`config.mk`:
```
export PLATFORM = sky130hd
export DESIGN_NAME = uart_tx_scheduler
export DESIGN_NICKNAME = d
export VERILOG_FILES = /design/src/rtl/uart_tx_scheduler.sv
export SDC_FILE = /design/constraint.sdc
export NUM_CORES = 1
export LEC_CHECK = 0
export CORE_MARGIN = 8
export CORE_UTILIZATION = 65
export CTS_CLUSTER_SIZE = 14
export DETAILED_ROUTE_END_ITERATION = 12
export DONT_BUFFER_PORTS = 1
export PLACE_DENSITY_LB_ADDON = 0.25
export REMOVE_ABC_BUFFERS = 1
export SYNTH_ARGS = -nofsm -noshare
export SYNTH_HDL_FRONTEND = slang
export SYNTH_SLANG_ARGS = --single-unit
export TNS_END_PERCENT = 1
```
`constraint.sdc`:
```
create_clock -name clk -period 4.83 [get_ports clk]
set_input_delay 0.966 -clock clk [delete_from_list [all_inputs] [get_ports clk]]
set_output_delay 0.966 -clock clk [all_outputs]
set_load 0.05 [all_outputs]
```
`src/rtl/uart_tx_scheduler.sv`:
```
// Round-robin scheduler sharing one 8N1 UART transmitter between NUM_REQ byte sources.
// A granted source holds the transmitter until its last byte, or until it stalls for TIMEOUT cycles.
module uart_tx_scheduler #(
  parameter int NUM_REQ = 4,
  parameter int TIMEOUT = 65535
) (
  input  logic                       clk,
  input  logic                       rst,
  input  logic [NUM_REQ-1:0]         req_valid,
  input  logic [8*NUM_REQ-1:0]       req_data,
  input  logic [NUM_REQ-1:0]         req_last,
  output logic [NUM_REQ-1:0]         req_ready,
  output logic                       tx_valid,
  output logic [7:0]                 tx_data,
  input  logic                       tx_ready,
  output logic [$clog2(NUM_REQ)-1:0] grant_id,
  output logic                       busy,
  output logic                       abort
);

  localparam int DATA_W = 8;
  localparam int GW     = $clog2(NUM_REQ);
  localparam int CW     = $clog2(TIMEOUT + 1);

  localparam logic [1:0] IDLE = 2'd0;
  localparam logic [1:0] LOAD = 2'd1;
  localparam logic [1:0] SEND = 2'd2;

  localparam logic [CW-1:0] CNT_LAST = CW'(TIMEOUT - 1);

  logic [1:0]        state;
  logic [GW-1:0]     last_grant;
  logic              locked;
  logic [DATA_W-1:0] hold_data;
  logic              hold_last;
  logic [CW-1:0]     stall_cnt;

  logic              sel_valid;
  logic              sel_last;
  logic [DATA_W-1:0] sel_data;

  // First requester strictly after 'last', wrapping around; 'last' itself has lowest priority.
  function automatic logic [GW-1:0] rr_pick(input logic [NUM_REQ-1:0] v,
                                            input logic [GW-1:0]      last);
    logic [GW-1:0] pick;
    logic          found;
    pick  = last;
    found = 1'b0;
    for (int i = 0; i < NUM_REQ; i++) begin
      if (!found && v[i] && (GW'(i) > last)) begin
        pick  = GW'(i);
        found = 1'b1;
      end
    end
    for (int i = 0; i < NUM_REQ; i++) begin
      if (!found && v[i] && (GW'(i) <= last)) begin
        pick  = GW'(i);
        found = 1'b1;
      end
    end
    return pick;
  endfunction

  always_comb begin
    sel_valid = 1'b0;
    sel_last  = 1'b0;
    sel_data  = '0;
    req_ready = '0;
    for (int i = 0; i < NUM_REQ; i++) begin
      if (grant_id == GW'(i)) begin
        sel_valid    = req_valid[i];
        sel_last     = req_last[i];
        sel_data     = req_data[8*i +: 8];
        req_ready[i] = (state == LOAD) && req_valid[i];
      end
    end
  end

  assign tx_valid = (state == SEND);
  assign tx_data  = hold_data;
  assign busy     = (state != IDLE);

  always_ff @(posedge clk) begin
    if (rst) begin
      state      <= IDLE;
      grant_id   <= '0;
      last_grant <= GW'(NUM_REQ - 1);
      locked     <= 1'b0;
      hold_data  <= '0;
      hold_last  <= 1'b0;
      stall_cnt  <= '0;
      abort      <= 1'b0;
    end else begin
      abort <= 1'b0;
      case (state)
        IDLE: begin
          if (|req_valid) begin
            grant_id  <= rr_pick(req_valid, last_grant);
            locked    <= 1'b0;
            stall_cnt <= '0;
            state     <= LOAD;
          end
        end
        LOAD: begin
          if (sel_valid) begin
            hold_data <= sel_data;
            hold_last <= sel_last;
            stall_cnt <= '0;
            state     <= SEND;
          end else if (!locked) begin
            state <= IDLE;
          end else if (stall_cnt == CNT_LAST) begin
            // Stalled mid-packet too long: revoke and demote this source.
            state      <= IDLE;
            last_grant <= grant_id;
            abort      <= 1'b1;
          end else begin
            stall_cnt <= stall_cnt + CW'(1);
          end
        end
        SEND: begin
          if (tx_ready) begin
            if (hold_last) begin
              state      <= IDLE;
              last_grant <= grant_id;
            end else begin
              state  <= LOAD;
              locked <= 1'b1;
            end
          end
        end
        default: state <= IDLE;
      endcase
    end
  end

endmodule

```
==> results.md <==
Floorplanning:
- In this run the horizontal extent of the chip is 69.7 µm.
- After floorplanning, the core was divided into 19 placement rows.
- The die is 69.7 µm tall.
- The floorplan step defined a core boundary enclosing 2760 µm².
- The full die area is 4860 µm².
- The number of top-level pins is 60.
- The initial cell density of the core is 68.0%.

Worst setup path:
- The startpoint kind of the worst setup timing path is a flip-flop.
- The cell with the largest stage delay on the worst path is sky130_fd_sc_hd__dfxtp_1.
- In this run the worst path has a maximum fanout of 13.
- The kind of critical path is flip-flop to output port.
- STA classifies the critical path endpoint as an output port.
- The required time of the worst setup path is 3860 ps.
- The critical path goes through buf_4 -> and4_1.
- At the worst endpoint, the arrival time is 1860 ps.
- On the worst path, the slowest cell contributes a delay of 650 ps.

Timing:
- Based on the critical path, the design can be clocked at up to 354 MHz.
- The final number of max-transition violations came to 0.
- Summed over all failing endpoints, the final setup total negative slack is 0 ps.
- Setup repair after global routing left no endpoint under its margin.
- The number of endpoints with negative hold slack in the final report is 0.
- For the final database, setup skew stands at 5.90 ps.
- The final critical path takes up 58.5% of the cycle.
- The minimum hold slack is 501 ps.
- Setup violations remaining at the end of the flow were counted as 0.
- At the pin with the least slew margin, the transition time is 987 ps.
- The worst relative slew slack is 34.0%.
- Subtracting the final worst setup slack from the clock period gives 2830 ps.

Synth:
- Yosys attributes the largest share of cell area to sky130_fd_sc_hd__dfxtp_1 (35%), sky130_fd_sc_hd__mux4_2 (12%), sky130_fd_sc_hd__a21oi_1 (6.4%).
- The proportion of synthesized flip-flops having asynchronous set or reset is 0%.
- The post-synthesis instance area is 1880 µm².
- Among all cell types in the netlist, the one instantiated most often is sky130_fd_sc_hd__dfxtp_1.
- The synthesized design spends more area on one cell type than any other, namely sky130_fd_sc_hd__dfxtp_1.
- The proportion of synthesized chip area in sequential cells is 35.2%.
- In this run the mean area of a mapped cell was 8.68 µm².
- The fraction of post-synthesis cell area in the top cell type by area is 35.2%.
- Counting flops and latches in the post-synthesis netlist gives 33.
- Ranked by instance count, the synthesized netlist is headed by sky130_fd_sc_hd__dfxtp_1 (33), sky130_fd_sc_hd__nand2_1 (30), sky130_fd_sc_hd__a21oi_1 (24).
- The distinct cell type count after synthesis is 40.
- The yosys synthesis warning count is 0.
- Yosys mapped a number of flops with a built-in enable equal to 0.
- The most used flip-flop cell after synthesis is sky130_fd_sc_hd__dfxtp_1.
- The cell count after synthesis came out at 216.

Flow run:
- Across the run, the number of max-cap violations was 0.

Final layout:
- The area growth from synthesis to final layout is 6.67%.
- In the final design database the tool counted 264 nets.
- In the final layout, the share of cells above drive strength 1 is 14.1%.
- The post-layout instance count excluding filler cells is 251.
- After filler insertion, the fill cell instance count of the layout stands at 215.
- The finished cells cover 2000 µm².
- The number of diodes added for antenna fixing is 0.

Pwr:
- The share of total power dissipated in combinational logic is 18.1%.
- Net switching is 30.3% of the power.
- The share of power burned in registers is 48.0%.
- The total chip power is 648 µW.
- The clock network is responsible for 33.9% of the overall power.
- The internal power of the cells totals 452 µW.
- The power density of the placed cells is 324 nW/µm².
- For this design the total switching power over the nets is 196 µW.
- Summed over all cells, the static leakage comes to 0.618 nW.
- The worst-case IR drop observed on VDD is 0.296 mV.

Routing:
- Once detail routing completed, the nets flagged for antenna violations numbered 0.
- The number of iterations in the first detailed-routing pass is 4.
- The average vias per placed instance is 6.87.
- The final wirelength is 4840 µm.
- For this run, design rule violations remaining after detail routing come to 0.
- The number of DRC violations after detailed-routing iteration 0 is 128.
- The via count of the routed design is 1725.
- In the final routed layout, each cell accounts on average for 19.3 µm.

CTS:
- TritonCTS built the clock tree.
- The number of setup buffers added after CTS is 0.
- The root buffer cell chosen for the clock tree is sky130_fd_sc_hd__clkbuf_4.
- The number of hold buffers added after CTS was 0.
- CTS saw 33 sinks.
- The post-CTS resize count is 0.
- The later pin in the worst-skew pair is clocked with a latency of 340 ps.
- The CTS H-tree depth is 2.
- The clock tree buffer depth is 2.
- The number of clock buffers added by TritonCTS is 5.
- The CTS clock-pin slew for the worst setup and hold paths is 100 ps.

Global route:
- The first global-routing pass estimated 7690 µm of wire.
- The global-route congestion overflow total is 0.
- The via count of the first global-routing pass is 1727.
- Entering global routing, the biggest net connects 24 pins.
- The initial antenna violation count is 0.
- The overall routing resource usage is 19.1%.

Hold path:
- In this run the worst hold path is classified as flip-flop to flip-flop.

Placed design:
- Detailed placement ended at an HPWL of 3700 µm.
- The total of buffers placed on input and output ports is 0.
- The count of placed standard cells including taps is 243.
- Summing all placed instances gives a cell area of 1920 µm².
- At the end of routability-driven placement, the weighted congestion stood at 0.917.

Outcome:
- The run finished with clean final reports.
==> placed cells by master (no fill, tap or decap), types with 5 or more instances in the layout <==
cell                       instances
sky130_fd_sc_hd__dfxtp_1          33
sky130_fd_sc_hd__nand2_1          30
sky130_fd_sc_hd__a21oi_1          24
sky130_fd_sc_hd__nor2_1           15
sky130_fd_sc_hd__mux4_2           10
sky130_fd_sc_hd__nand3_1          10
sky130_fd_sc_hd__or4_1            10
sky130_fd_sc_hd__o21ai_0           8
sky130_fd_sc_hd__nor3_1            6
sky130_fd_sc_hd__nand4_1           6
sky130_fd_sc_hd__o31ai_1           5
sky130_fd_sc_hd__clkbuf_4          5
sky130_fd_sc_hd__buf_4             5
==> sequential cells by signal (all words and copies together) (netlist names) <==
signal      cells
stall_cnt      16
last_grant      2
hold_last       1
grant_id        2
state           2
locked          1
abort           1
tx_data         8
==> final cells by class <==
cell class	instances	area (µm²)	share of cell area [%]
multi-input combinational	170	1160	58.2
sequential	33	661	33.0
clock buffer	7	55.1	2.75
tap	31	38.8	1.94
timing repair buffer	5	37.5	1.88
clock inverter	1	30.0	1.50
inverter	4	15.0	0.750
==> stage by stage <==
step / utilization, % / setup slack [ps]
after floorplan: - / 1310
after global placement: 69.5 / 2030
after detailed placement: 69.5 / 1990
after CTS: 72.5 / 2020
after global routing: 72.5 / 1950
final: 72.5 / 2000
==> power groups by stage <==
stage	Sequential, mW	Combinational, mW	Clock [mW]
after floorplan	0.326	0.0835	0
after global placement	0.317	0.113	0
after detailed placement	0.318	0.116	0
after CTS	0.311	0.117	0.220
after global routing	0.313	0.126	0.232
final	0.312	0.117	0.220
==> final timing paths <==
path / start / endpoint / slack [ps] / cells after the start
worst min register to register: hold_last$_SDFFE_PP0P_ / hold_last$_SDFFE_PP0P_ / 500 / 2
worst max-delay path: grant_id[1]$_SDFFE_PP0P_ / req_ready[3] / 2000 / 2
worst min-delay path: hold_last$_SDFFE_PP0P_ / hold_last$_SDFFE_PP0P_ / 500 / 2
worst max register to register: grant_id[1]$_SDFFE_PP0P_ / stall_cnt[4]$_SDFFE_PP0P_ / 2140 / 6
==> worst max-delay path: cells and delay by family, from the launching register on <==
kind          cells  cell delay, ps
simple gates      1             540
buf+inv           1             320
flops             1             650
==> cell families after synthesis <==
logic type / share of synthesized area, %
simple gates: 28.7
xor+xnor: 1.40
buf+inv: 3.07
fa+ha+maj: 1.33
flops: 35.2
mux: 13.6
compound gates: 16.7
==> layer usage <==
layer / global-route usage [%] / share of wire, %
met1: 17.5 / 37
met2: 34.3 / 51
met3: 8.58 / 9.4
met4: 10.3 / 2.5
met5: 0 / 0
(Power assumes the default switching activity.)
